[src/rtl/fifo_level_pkg.sv]
// Shared constants and the {wr,rd} operation encoding for the level-tracking FIFO.
package fifo_level_pkg;

  localparam int DEFAULT_FIFO_SIZE       = 16;
  localparam int DEFAULT_FIFO_WORD_WIDTH = 8;
  localparam int DEFAULT_FIFO_AF_LEVEL   = DEFAULT_FIFO_SIZE - 2;
  localparam int DEFAULT_FIFO_AE_LEVEL   = 1;

  localparam logic LOW   = 1'b0;
  localparam logic HIGH  = 1'b1;
  localparam logic CLEAR = 1'b0;

  // Encoding of the accepted {write, read} pair for one edge.
  typedef enum logic [1:0] {
    FIFO_STATE_IDLE           = 2'b00,
    FIFO_STATE_READ           = 2'b01,
    FIFO_STATE_WRITE          = 2'b10,
    FIFO_STATE_READ_AND_WRITE = 2'b11
  } fifo_op_e;

endpackage

[src/rtl/fifo_level_if.sv]
// Producer/consumer bundle of the FIFO: requests in, data and status out.
interface fifo_level_if #(
  parameter int FIFO_SIZE  = fifo_level_pkg::DEFAULT_FIFO_SIZE,
  parameter int WORD_WIDTH = fifo_level_pkg::DEFAULT_FIFO_WORD_WIDTH
);
  localparam int LW = $clog2(FIFO_SIZE) + 1;

  logic [WORD_WIDTH-1:0] w_data;
  logic                  wr;
  logic                  rd;
  logic                  flush;
  logic                  err_clr;
  logic [WORD_WIDTH-1:0] r_data;
  logic                  full;
  logic                  empty;
  logic                  almost_full;
  logic                  almost_empty;
  logic [LW-1:0]         level;
  logic                  overflow;
  logic                  underflow;

  modport master (
    output w_data, wr, rd, flush, err_clr,
    input  r_data, full, empty, almost_full, almost_empty, level, overflow, underflow
  );

  modport slave (
    input  w_data, wr, rd, flush, err_clr,
    output r_data, full, empty, almost_full, almost_empty, level, overflow, underflow
  );
endinterface

[src/rtl/fifo_level_mem.sv]
// Simple dual-port storage: synchronous write, asynchronous (show-ahead) read.
module fifo_mem #(
  parameter int FIFO_SIZE  = 16,
  parameter int WORD_WIDTH = 8,
  localparam int AW        = $clog2(FIFO_SIZE)
) (
  input  logic                  clk,
  input  logic                  we,
  input  logic [AW-1:0]         waddr,
  input  logic [WORD_WIDTH-1:0] wdata,
  input  logic [AW-1:0]         raddr,
  output logic [WORD_WIDTH-1:0] rdata
);
  logic [WORD_WIDTH-1:0] mem [FIFO_SIZE];

  // Array is intentionally not reset; only pointers define valid contents.
  always_ff @(posedge clk) begin
    if (we) mem[waddr] <= wdata;
  end

  assign rdata = mem[raddr];
endmodule

[src/rtl/fifo_level.sv]
// Synchronous FIFO with occupancy count, almost flags, flush and sticky errors.
module fifo_level
  import fifo_level_pkg::*;
#(
  parameter int FIFO_SIZE  = DEFAULT_FIFO_SIZE,
  parameter int WORD_WIDTH = DEFAULT_FIFO_WORD_WIDTH,
  parameter int AF_LEVEL   = FIFO_SIZE - 2,
  parameter int AE_LEVEL   = DEFAULT_FIFO_AE_LEVEL
) (
  input  logic         clk,
  input  logic         reset,
  fifo_level_if.slave  bus
);
  localparam int AW = $clog2(FIFO_SIZE);
  localparam int LW = AW + 1;
  localparam logic [LW-1:0] FULL_L = LW'(FIFO_SIZE);
  localparam logic [LW-1:0] AF_L   = LW'(AF_LEVEL);
  localparam logic [LW-1:0] AE_L   = LW'(AE_LEVEL);

  logic [AW-1:0] wptr_q, wptr_nxt, rptr_q, rptr_nxt;
  logic [LW-1:0] lvl_q, lvl_nxt;
  logic          full_q, empty_q, af_q, ae_q, ovf_q, unf_q;
  logic          ovf_nxt, unf_nxt;
  logic          wr_ok, rd_ok;
  fifo_op_e      op;

  // A full FIFO still takes a write when a read frees the slot in the same edge.
  assign wr_ok = bus.wr & (~full_q | bus.rd);
  assign rd_ok = bus.rd & ~empty_q;
  assign op    = fifo_op_e'({wr_ok, rd_ok});

  // Next pointers, level and sticky errors; flush overrides any request.
  always_comb begin
    wptr_nxt = wptr_q;
    rptr_nxt = rptr_q;
    lvl_nxt  = lvl_q;
    ovf_nxt  = bus.err_clr ? CLEAR : ovf_q;
    unf_nxt  = bus.err_clr ? CLEAR : unf_q;
    if (bus.flush) begin
      wptr_nxt = '0;
      rptr_nxt = '0;
      lvl_nxt  = '0;
    end else begin
      if (bus.wr & full_q & ~bus.rd) ovf_nxt = HIGH;
      if (bus.rd & empty_q)          unf_nxt = HIGH;
      case (op)
        FIFO_STATE_WRITE: begin
          wptr_nxt = wptr_q + AW'(1);
          lvl_nxt  = lvl_q + LW'(1);
        end
        FIFO_STATE_READ: begin
          rptr_nxt = rptr_q + AW'(1);
          lvl_nxt  = lvl_q - LW'(1);
        end
        FIFO_STATE_READ_AND_WRITE: begin
          wptr_nxt = wptr_q + AW'(1);
          rptr_nxt = rptr_q + AW'(1);
        end
        default: ;
      endcase
    end
  end

  // State register; flags are derived from the next level so they stay registered.
  always_ff @(posedge clk or negedge reset) begin
    if (!reset) begin
      wptr_q  <= '0;
      rptr_q  <= '0;
      lvl_q   <= '0;
      full_q  <= LOW;
      empty_q <= HIGH;
      af_q    <= LOW;
      ae_q    <= HIGH;
      ovf_q   <= LOW;
      unf_q   <= LOW;
    end else begin
      wptr_q  <= wptr_nxt;
      rptr_q  <= rptr_nxt;
      lvl_q   <= lvl_nxt;
      full_q  <= (lvl_nxt == FULL_L);
      empty_q <= (lvl_nxt == '0);
      af_q    <= (lvl_nxt >= AF_L);
      ae_q    <= (lvl_nxt <= AE_L);
      ovf_q   <= ovf_nxt;
      unf_q   <= unf_nxt;
    end
  end

  fifo_mem #(.FIFO_SIZE(FIFO_SIZE), .WORD_WIDTH(WORD_WIDTH)) u_mem (
    .clk   (clk),
    .we    (wr_ok & ~bus.flush),
    .waddr (wptr_q),
    .wdata (bus.w_data),
    .raddr (rptr_q),
    .rdata (bus.r_data)
  );

  assign bus.full         = full_q;
  assign bus.empty        = empty_q;
  assign bus.almost_full  = af_q;
  assign bus.almost_empty = ae_q;
  assign bus.level        = lvl_q;
  assign bus.overflow     = ovf_q;
  assign bus.underflow    = unf_q;
endmodule

[src/flat_wrapper.sv]
// flat-port wrapper written by rule: the top's interface ports become plain ports
module fifo_level_flat import fifo_level_pkg::*;
#(
  parameter int FIFO_SIZE  = DEFAULT_FIFO_SIZE,
  parameter int WORD_WIDTH = DEFAULT_FIFO_WORD_WIDTH,
  parameter int AF_LEVEL   = FIFO_SIZE - 2,
  parameter int AE_LEVEL   = DEFAULT_FIFO_AE_LEVEL
)
  (clk, reset, bus_w_data, bus_wr, bus_rd, bus_flush, bus_err_clr, bus_r_data, bus_full, bus_empty, bus_almost_full, bus_almost_empty, bus_level, bus_overflow, bus_underflow);
  fifo_level_if #(.FIFO_SIZE(FIFO_SIZE), .WORD_WIDTH(WORD_WIDTH)) bus_i ();
  input  logic clk;
  input  logic reset;
  input wire logic [$bits(bus_i.w_data)-1:0] bus_w_data;
  input wire logic [$bits(bus_i.wr)-1:0] bus_wr;
  input wire logic [$bits(bus_i.rd)-1:0] bus_rd;
  input wire logic [$bits(bus_i.flush)-1:0] bus_flush;
  input wire logic [$bits(bus_i.err_clr)-1:0] bus_err_clr;
  output wire logic [$bits(bus_i.r_data)-1:0] bus_r_data;
  output wire logic [$bits(bus_i.full)-1:0] bus_full;
  output wire logic [$bits(bus_i.empty)-1:0] bus_empty;
  output wire logic [$bits(bus_i.almost_full)-1:0] bus_almost_full;
  output wire logic [$bits(bus_i.almost_empty)-1:0] bus_almost_empty;
  output wire logic [$bits(bus_i.level)-1:0] bus_level;
  output wire logic [$bits(bus_i.overflow)-1:0] bus_overflow;
  output wire logic [$bits(bus_i.underflow)-1:0] bus_underflow;
  assign bus_i.w_data = bus_w_data;
  assign bus_i.wr = bus_wr;
  assign bus_i.rd = bus_rd;
  assign bus_i.flush = bus_flush;
  assign bus_i.err_clr = bus_err_clr;
  assign bus_r_data = bus_i.r_data;
  assign bus_full = bus_i.full;
  assign bus_empty = bus_i.empty;
  assign bus_almost_full = bus_i.almost_full;
  assign bus_almost_empty = bus_i.almost_empty;
  assign bus_level = bus_i.level;
  assign bus_overflow = bus_i.overflow;
  assign bus_underflow = bus_i.underflow;
  fifo_level #(.FIFO_SIZE(FIFO_SIZE), .WORD_WIDTH(WORD_WIDTH), .AF_LEVEL(AF_LEVEL), .AE_LEVEL(AE_LEVEL)) u_core (.clk(clk), .reset(reset), .bus(bus_i));
endmodule
[config.mk]
export PLATFORM = sky130hd
export DESIGN_NAME = fifo_level_flat
export DESIGN_NICKNAME = d
export VERILOG_FILES = /design/src/rtl/fifo_level_pkg.sv /design/src/rtl/fifo_level_if.sv /design/src/rtl/fifo_level_mem.sv /design/src/rtl/fifo_level.sv /design/src/flat_wrapper.sv
export SDC_FILE = /design/constraint.sdc
export NUM_CORES = 1
export LEC_CHECK = 0
export ABC_AREA = 1
export CORE_MARGIN = 8
export CORE_UTILIZATION = 50
export CTS_BUF_LIST = sky130_fd_sc_hd__clkbuf_4 sky130_fd_sc_hd__clkbuf_8 sky130_fd_sc_hd__clkbuf_16
export CTS_CLUSTER_DIAMETER = 100
export DETAILED_ROUTE_END_ITERATION = 7
export PLACE_DENSITY = 0.64
export RECOVER_POWER = 100
export SLEW_MARGIN = 20
export SYNTH_ARGS = -nofsm -noshare
export SYNTH_HDL_FRONTEND = slang
export SYNTH_HIERARCHICAL = 1
export SYNTH_SLANG_ARGS = --single-unit
[constraint.sdc]
create_clock -name clk -period 2.4 [get_ports clk]
set_input_delay 0.48 -clock clk [delete_from_list [all_inputs] [get_ports clk]]
set_output_delay 0.48 -clock clk [all_outputs]
set_load 0.02 [all_outputs]
==> flow_summary_export.csv <==
group,metric,value,unit
worst_setup_path,cp_slowest_stage_delay,0.42,ns
synth,synth_cell_types,29,
cts,hold_buffers,0,
timing,fin_crit_sh,96.8,%
detailed_routing,num_vias,4783,
global_route,grt_start_max_net_pins,33,
detailed_routing,drc,0,
synth,synth_fp_nets,699,
worst_hold_path,min_path_type,"flop to flop",
timing,worst_pin_slew,1.10,ns
synth,synth_seq_area_share,64.7,%
global_route,grt_pass1_wl,24400,um
detailed_routing,drt_iter0_drc,439,
worst_setup_path,end_kind,"primary output",
finish,num-nets-final,777,
timing,drv_slew,0,
cts,cts_max_level,4,
synth,yosys.area.top_type_share,57.5,%
detailed_routing,wl,15300,um
worst_setup_path,worst_path_most_repeated_cell,"nand3_1",
worst_setup_path,start_kind,"flop",
synth,synth.area.top_cells,"edfxtp_1, nand2_1, nand3_1",
floorplanning,dieWidth,132,um
global_route,grt_overflow_total,0,
floorplanning,num_rows,42,
power_and_ir_drop,p_leak,3.65,nW
worst_setup_path,required,1.92,ns
global_route,grt.total_usage,18.0,%
floorplanning,initial_core_util,50.8,%
detailed_routing,first_pass_iters,7,
synth,ys_seq_elements,147,
placed_design,place_inst,904,
synth,syn_avg_cell_area,9.85,um2
outcome,status,"finished, final reports clean",
power_and_ir_drop,ir_drop,0.573,mV
floorplanning,dieArea,17300,um2
timing,hold_violations,0,
global_route,antenna_found_initial,0,
timing,rsz0062_at_grt,"true",
placed_design,numPortBuffers,32,
finish,final_layout_size_suffix_gt1_share,15.0,%
finish,final_core_util,62.4,%
finish,num_antenna_cells,0,
cts,cts_buffers,17,
placed_design,gp_congestion,0.823,
run,drv_cap,0,
timing,tns,0,ns
timing,slew_headroom,26.8,%
cts,cts_sinks,147,
floorplanning,die_y,132,um
power_and_ir_drop,pwr_density_cell,923,nW/um2
timing,setup_violations,0,
placed_design,post-dp-hpwl,9680,um
worst_setup_path,path_cells,"clkinv_4, clkbuf_16, nand2_1, nand3_1, nand3_1, nand3_1, nand2_1, buf_2",
timing,finalClockSkew,0.00973,ns
floorplanning,ioPinCount,33,
cts,clkLatencyLatePin,0.42,ns
timing,min_period,2.32,ns
detailed_routing,post_drt_wl_per_cell,16.2,um
worst_setup_path,critPathMaxFanout,13,
synth,synth_top_cell_by_area,"edfxtp_1",
cts,cts_max_path_buffers,2,
worst_setup_path,cpMaxStageDelayCell,"dfrtp_2",
floorplanning,core_area,13100,um2
detailed_routing,via_per_inst,5.06,
synth,synthCells,678,
finish,stdcell_count,945,
detailed_routing,postRouteAntennaNets,0,
timing,fmax,430,MHz
worst_setup_path,cp.arrival,1.84,ns
global_route,grt_pass1_vias,4895,
synth,synthesis.area,6680,um2
finish,syn2layout_area_growth,22.8,%
worst_setup_path,critPathKind,"flop to primary output",
cts,cts_root_buf,"clkbuf_16",
cts,cts_tree,"built",
synth,synth_warnings,6,
cts,clkTransAtPathRegs,0.06,ns
## sequential cells by signal (all words and copies together) (netlist names)
register	cells
u_core/bus.empty	1
u_core/bus.almost_full	1
u_core/bus.underflow	1
u_core/u_mem/mem	128
u_core/bus.full	1
u_core/bus.almost_empty	1
u_core/rptr_q	4
u_core/wptr_q	4
u_core/bus.level	5
u_core/bus.overflow	1
## layer usage
layer,vias to the layer above,track usage (%),share of wire [%]
met5,-,0,0
met4,0,8.04,2.2
met3,26,5.03,6.4
met2,167,30.0,51
met1,2267,21.4,41
li1,2323,-,-
## report_power, final
part | internal, mW | leakage [nW] | switching [mW]
Combinational | 0.770 | 1.95 | 1.11
Clock | 1.71 | 0.300 | 0.976
Sequential | 2.91 | 1.40 | 0.106
Total | 5.39 | 3.65 | 2.19
## worst max-delay path: cells and delay by family, from the launching register on
kind	cells	cell delay, ns
buffers and inverters	3	0.53
and+or+nand+nor	5	0.47
DFF	1	0.42
## cell families after synthesis
logic type / share of synthesized area (%)
simple gates: 22.5
buf+inv: 9.81
flops: 64.7
compound gates: 1.26
fa+ha+maj: 1.31
xor+xnor: 0.393
## worst paths after layout
kind / startpoint / to / slack [ns] / depth (start not counted)
worst max register to register: u_core/bus.full / u_core/bus.almost_empty / 0.39 / 17
worst min register to register: u_core/bus.overflow / u_core/bus.overflow / 0.55 / 2
worst min-delay path: u_core/bus.overflow / u_core/bus.overflow / 0.55 / 2
worst max-delay path: u_core/rptr_q[0] / bus_r_data[2] / 0.08 / 8
max in group asynchronous: reset / u_core/rptr_q[0] / 0.87 / 2
min in group asynchronous: reset / u_core/rptr_q[3] / 0.79 / 2
## synth_stat cells
cell and instances:
inv_2 7, edfxtp_1 128, a21oi_1 6, xnor2_1 2, buf_4 4, a211oi_1 1, buf_1 1, nand3b_1 2
dfrtp_1 17, nand2_1 197, inv_1 121, ha_1 7, nand3_2 3, nor3_1 3, nand2_2 4, o21ai_0 6
nand3_1 103, o22ai_1 1, xor2_1 1, and3_1 1, o21ai_1 2, buf_2 14, dfstp_2 2, nor2_2 1
nor2_4 1, buf_6 6, nor2_1 35, nor3_2 1, clkinv_1 1
## stage by stage
| stage | worst slack, ns | area (um2) | hold WS, ns | power, mW |
|---|---|---|---|---|
| 6_report | 0.0761 | 8200 | 0.553 | 7.58 |
| 5_1_grt | -0.0257 | 8200 | 0.586 | 7.92 |
| 4_1_cts | -0.0348 | 8070 | 0.398 | 7.48 |
| 3_5_place_dp | -0.360 | 7450 | 0.543 | 4.82 |
| 3_3_place_gp | -0.273 | 7450 | 0.527 | 4.78 |
| 2_1_floorplan | 0.163 | 6680 | 0.184 | 4.13 |
## cell usage in the layout, fill, tap and decap left out, drive strengths merged, types with 9 or more instances in the layout
cell type	Yosys	layout
nand2	201	201
dfrtp	17	17
buf	25	54
clkdlybuf4s50	0	15
clkinv	1	13
nor2	37	37
edfxtp	128	128
dlygate4sd3	0	9
inv	128	126
clkbuf	0	23
nand3	106	106
## layout make-up
type | instances | area [um2]
clock buffer | 17 | 425
clock inverter | 15 | 170
fill | 1066 | 4930
inverter | 129 | 493
multi-input combinational | 377 | 1730
sequential | 147 | 4320
tap | 176 | 220
timing repair buffer | 84 | 838
## repair_timing
item                                    in CTS  in global routing
endpoints found under the setup margin       8                 13
gates cloned                                 0                  4
setup buffers                                3                  2
resized for setup                           31                 20
pin swaps                                    0                  5
(Power assumes the default switching activity.)
==> RTL edit 1 (same flow settings) <==
Make the reset (`reset`) synchronous in one clocked block. Comments in the files are not updated.
--- a/src/rtl/fifo_level.sv
+++ b/src/rtl/fifo_level.sv
@@ -62,7 +62,7 @@
   end
 
   // State register; flags are derived from the next level so they stay registered.
-  always_ff @(posedge clk or negedge reset) begin
+  always_ff @(posedge clk) begin
     if (!reset) begin
       wptr_q  <= '0;
       rptr_q  <= '0;
Behaviour: differs if reset is asserted again (counterexample within 4 cycles, from zero or initial values and one cycle with reset low); with reset held inactive, the same outputs for 4 cycles.
==> RTL edit 1 against the unedited design <==
- maximum frequency down 0.13%
- global-route usage up 0.25 points
- area after synthesis up 1.2%
- routed wire length up 1.4%
- design area down 1.9%
- non-clock buffer count down 5
- sequential cell count unchanged
- worst setup slack worse by 0.0031 ns
- final cell count up 1.9%
- via count up 0.98%
- worst hold slack worse by 0.085 ns
- critical path type unchanged
Power is not compared: it rests on default switching activity, and its combinational part moved more than twofold at a synthesized area within 25%.
==> RTL edit 1: results (changes against the unedited design) <==
Global route
  • Vias in the first global route: 4635 (-5.3%)
  • Largest net degree at the start of global routing: 35 (+6.1%)
  • First-pass GRT wire length: 24500 um (+0.14%)
  • Global Route Usage Sum: 18.3% (+0.25 points)

STA
  • Worst rel slew slack: 47.7% (+21 points)
  • Clock skew: 0.00577 ns (-0.00396 ns)

Logic synthesis
  • Area contributors post-synth: edfxtp_1 57%, nand2_1 11%, nand3_1 7.9%
  • Compound-Gate Fraction of Synth Area: 1.07% (-0.18 points)
  • Post-synth ARST share: 0% (-13 points)
  • Synth cell count leaders: 207 x nand2_1, 128 x edfxtp_1, 123 x inv_1
  • Syn Nets: 723 (+3.4%)
  • Netlist cell types: 31 (+6.9%)
  • Syn avg cell area: 9.63 sq um (-2.3%)
  • Post-synth EDFFs: 128 (unchanged)
  • Adder-cell area share of the yosys netlist: 1.30% (-0.016 points)
  • Post-Syn Area: 6760 sq um (+1.2%)
  • Register area share after synthesis: 62.5% (-2.2 points)

Finish
  • Register fraction of the total cell area: 52.5% (-0.18 points)
  • Multi-input gate area: 1880 sq um (+8.2%)
  • Top reg by flops: u_core/u_mem/mem
  • Fill count: 1092 (+2.4%)
  • Antenna cells: 0 (unchanged)
  • Layout Cells excl Fill: 963 (+1.9%)
  • Signal buf overhead: 8.66% (-1.6 points)
  • Layout area overhead: 19.0%
  • Seq_cells: 147 (unchanged)
  • Layout cells sized above 1: 14.2% (-0.72 points)
  • Final net count: 796 (+2.4%)
  • Multi-input gates: 401 (+6.4%)
  • Clock buf count: 23 (+6)

Min path
  • Worst hold stages: 2 (unchanged)

Detailed routing
  • Drt total wl: 15500 um (+1.4%)
  • Drt pass-1 iters: 5 (-2)
  • Iteration-0 DRC Markers: 476 (+8.4%)

Critical path
  • Crit-path max FO: 21 (+8)
  • FF-to-FF path depth: 18 (+1)
  • Slowest stage cell, crit path: dfxtp_2

Placement
  • Detailed placer's ending HPWL: 9640 um (-0.43%)
  • Place WS: -0.372 ns (-0.0115 ns)
  • Placement Cell Area: 7510 sq um (+0.82%)
  • # placed instances: 928 (+2.7%)
  • RePlAce Congestion: 0.850 (+3.3%)

Run status
  • Status: finished, final reports clean
==> RTL edit 1: metal layers <==
metal  wire (um)  global-route usage [%]  up-vias
met5           0                       0        -
met4         378                    8.20        0
met3         954                    3.93       28
met2        7410                    29.7      160
met1        6790                    23.0     2241
li1            -                       -     2401
==> RTL edit 1: path summary, 6_finish.rpt <==
path	from	slack (ns)	endpoint
max	u_core/rptr_q[0]	0.07	bus_r_data[4]
min	u_core/bus.overflow	0.47	u_core/bus.overflow
max reg2reg	u_core/bus.full	0.39	u_core/bus.empty
min reg2reg	u_core/bus.overflow	0.47	u_core/bus.overflow
==> RTL edit 1: repair_timing <==
action                     in CTS  in global routing
pin swaps                       0                  1
gates resized for setup        22                 16
hold endpoints to repair        0                  0
cloned                          2                  0
setup buffers                   2                  0
setup endpoints to repair       8                 12
==> RTL edit 1: critical path, delay by kind of cell (launching register included) <==
kind,cells,cell delay [ns]
buffers and inverters,3,0.51
AND/OR/NAND/NOR,6,0.51
flip-flops,1,0.41
==> RTL edit 2 (same flow settings) <==
Made on the original files. `DEFAULT_FIFO_WORD_WIDTH`: 8 -> 10.
--- a/src/rtl/fifo_level_pkg.sv
+++ b/src/rtl/fifo_level_pkg.sv
@@ -2,7 +2,7 @@
 package fifo_level_pkg;
 
   localparam int DEFAULT_FIFO_SIZE       = 16;
-  localparam int DEFAULT_FIFO_WORD_WIDTH = 8;
+  localparam int DEFAULT_FIFO_WORD_WIDTH = 10;
   localparam int DEFAULT_FIFO_AF_LEVEL   = DEFAULT_FIFO_SIZE - 2;
   localparam int DEFAULT_FIFO_AE_LEVEL   = 1;
 
Ports: changed (resized bus_r_data and bus_w_data); port bits go from 33 to 37. No check against the original RTL was run, so the function may have changed too.
==> RTL edit 2 against the unedited design <==
- area after synthesis up 20%
- highest routed layer unchanged
- sequential share of layout area is 1.9 points higher
- routed wire length increased by 21%
- sequential cell count up 32
- design area rose by 18%
- total power rose by 12%
- worst setup slack got worse by 0.043 ns
- first-iteration DRC count shrank 9.8%
- largest cell class unchanged
==> RTL edit 2: results (changes against the unedited design) <==
Logic synthesis
  • Compound-Gate Fraction of Synth Area: 1.04% (-0.21 points)
  • Post-synthesis xor/xnor area fraction: 0.327% (-0.067 points)
  • Netlist cell types: 32 (+10%)
  • Adder-cell area share of the yosys netlist: 1.09% (-0.22 points)
  • Area contributors post-synth: edfxtp_1 60%, nand2_1 11%, nand3_1 7.9%
  • Register area share after synthesis: 65.7% (+0.97 points)
  • Mux cell area share after synthesis: 0% (unchanged)
  • Post-synth EDFFs: 160 (+25%)
  • Main synth FF type: edfxtp_1
  • YS warnings: 6 (unchanged)
  • Synth cell count leaders: 239 x nand2_1, 160 x edfxtp_1, 144 x inv_1
  • Syn Nets: 830 (+19%)
  • Post-synth ARST share: 10.6% (-2.3 points)

Placement
  • Detailed placer's ending HPWL: 12000 um (+24%)
  • RePlAce Congestion: 0.849 (+3.2%)
  • Port Buffer Count: 36 (+13%)

Detailed routing
  • Iteration-0 DRC Markers: 396 (-9.8%)
  • WL met2: 9110 um (+18%)
  • Metal-1 WL: 7850 um (+25%)
  • Vias: 5666 (+18%)
  • DR WL met3: 1150 um (+17%)
  • WL/cell: 16.5 um (+2.0%)

Finish
  • Multi-input gates: 443 (+18%)
  • Signal buf overhead: 9.08% (-1.1 points)
  • Multi-input combinational area share: 21.6% (+0.44 points)
  • Final net count: 912 (+17%)
  • Layout cells sized above 1: 15.3% (+0.34 points)
  • Max FFs per register: 160 (+25%)
  • Register fraction of the total cell area: 54.6% (+1.9 points)
  • Non-CTS inverters: 153 (+19%)
  • Clk tree area frac: 6.02% (-1.2 points)
  • Antenna cells: 0 (unchanged)
  • Signal buffers: 95 (+13%)
  • Fill count: 1300 (+22%)

Global route
  • Global Route Usage Sum: 19.1% (+1.1 points)
  • Grt met1 use: 23.8% (+2.4 points)
  • Vias in the first global route: 5494 (+12%)
  • First-pass GRT wire length: 29000 um (+19%)
  • Met3 GRT Util: 3.57% (-1.5 points)
  • Met2 usage: 32.3% (+2.3 points)
  • Largest net degree at the start of global routing: 34 (+3.0%)

Critical path
  • WP data arrival: 1.89 ns (+0.05 ns)
  • Crit-path leading delay family: simple AND/OR/NAND/NOR gates
  • Crit-path max FO: 19 (+6)
  • CP max stage delay: 0.45 ns (+0.03 ns)

CTS
  • Clock transition at path regs: ~0.07 ns
  • Clock sinks: 179 (+22%)
  • Skew-Pair Late Insertion Delay: 0.42 ns (about the same)
  • CTS Buf Count: 17 (unchanged)
  • H-tree levels: 4 (unchanged)
  • Clock tree buffer depth: 2 (unchanged)

Run status
  • Status: finished, final reports clean

STA
  • Worst Tran Pin Value: 1.00 ns (-0.0941 ns)
  • Clock skew: 0.00705 ns (-0.00268 ns)

Pwr
  • P_int: 0.00593 W (+10%)
  • Peak supply drop: 504 uV (-12%)
  • Leakage power: 4.28 nW (+17%)

Min path
  • Hold crit path type: flop to flop
-- RTL edit 2: path summary, 6_finish.rpt --
path / slack [ns] / endpoint / depth (start not counted) / from
worst max-delay path: 0.03 / bus_r_data[1] / 8 / u_core/rptr_q[0]
worst min-delay path: 0.54 / u_core/bus.overflow / 2 / u_core/bus.overflow
worst max register to register: 0.33 / u_core/bus.almost_empty / 17 / u_core/bus.full
worst min register to register: 0.54 / u_core/bus.overflow / 2 / u_core/bus.overflow
max in group asynchronous: 0.99 / u_core/rptr_q[0] / 2 / reset
min in group asynchronous: 0.73 / u_core/bus.level[4] / 2 / reset
-- RTL edit 2: power groups by stage --
stage	registers, W	logic, W	clock network, W
after floorplan	0.00375	0.00117	0
after global placement	0.00369	0.00200	0
after detailed placement	0.00370	0.00203	0
after CTS	0.00364	0.00209	0.00275
after global routing	0.00364	0.00236	0.00288
final	0.00362	0.00215	0.00271
-- RTL edit 2: metrics by stage --
| step | std cells | worst slack [ns] | setup TNS (ns) | hold WS, ns | instance area [sq um] |
|---|---|---|---|---|---|
| after global routing | 1118 | -0.0385 | -0.296 | 0.554 | 9680 |
| after detailed placement | 1081 | -0.327 | -1.85 | 0.535 | 8950 |
| after floorplan | 807 | 0.163 | 0 | 0.184 | 8050 |
| after global placement | 1081 | -0.287 | -1.31 | 0.518 | 8950 |
| after CTS | 1115 | -0.0634 | -0.161 | 0.375 | 9600 |
| final | 1118 | 0.0328 | 0 | 0.539 | 9680 |
-- RTL edit 2: timing repair --
| item | 4_1_cts | 5_1_grt |
|---|---|---|
| endpoints found under the hold margin | 0 | 0 |
| endpoints found under the setup margin | 10 | 14 |
| pin swaps | 1 | 13 |
| setup buffers | 0 | 4 |
| gates cloned | 2 | 1 |
| gates resized for setup | 55 | 41 |
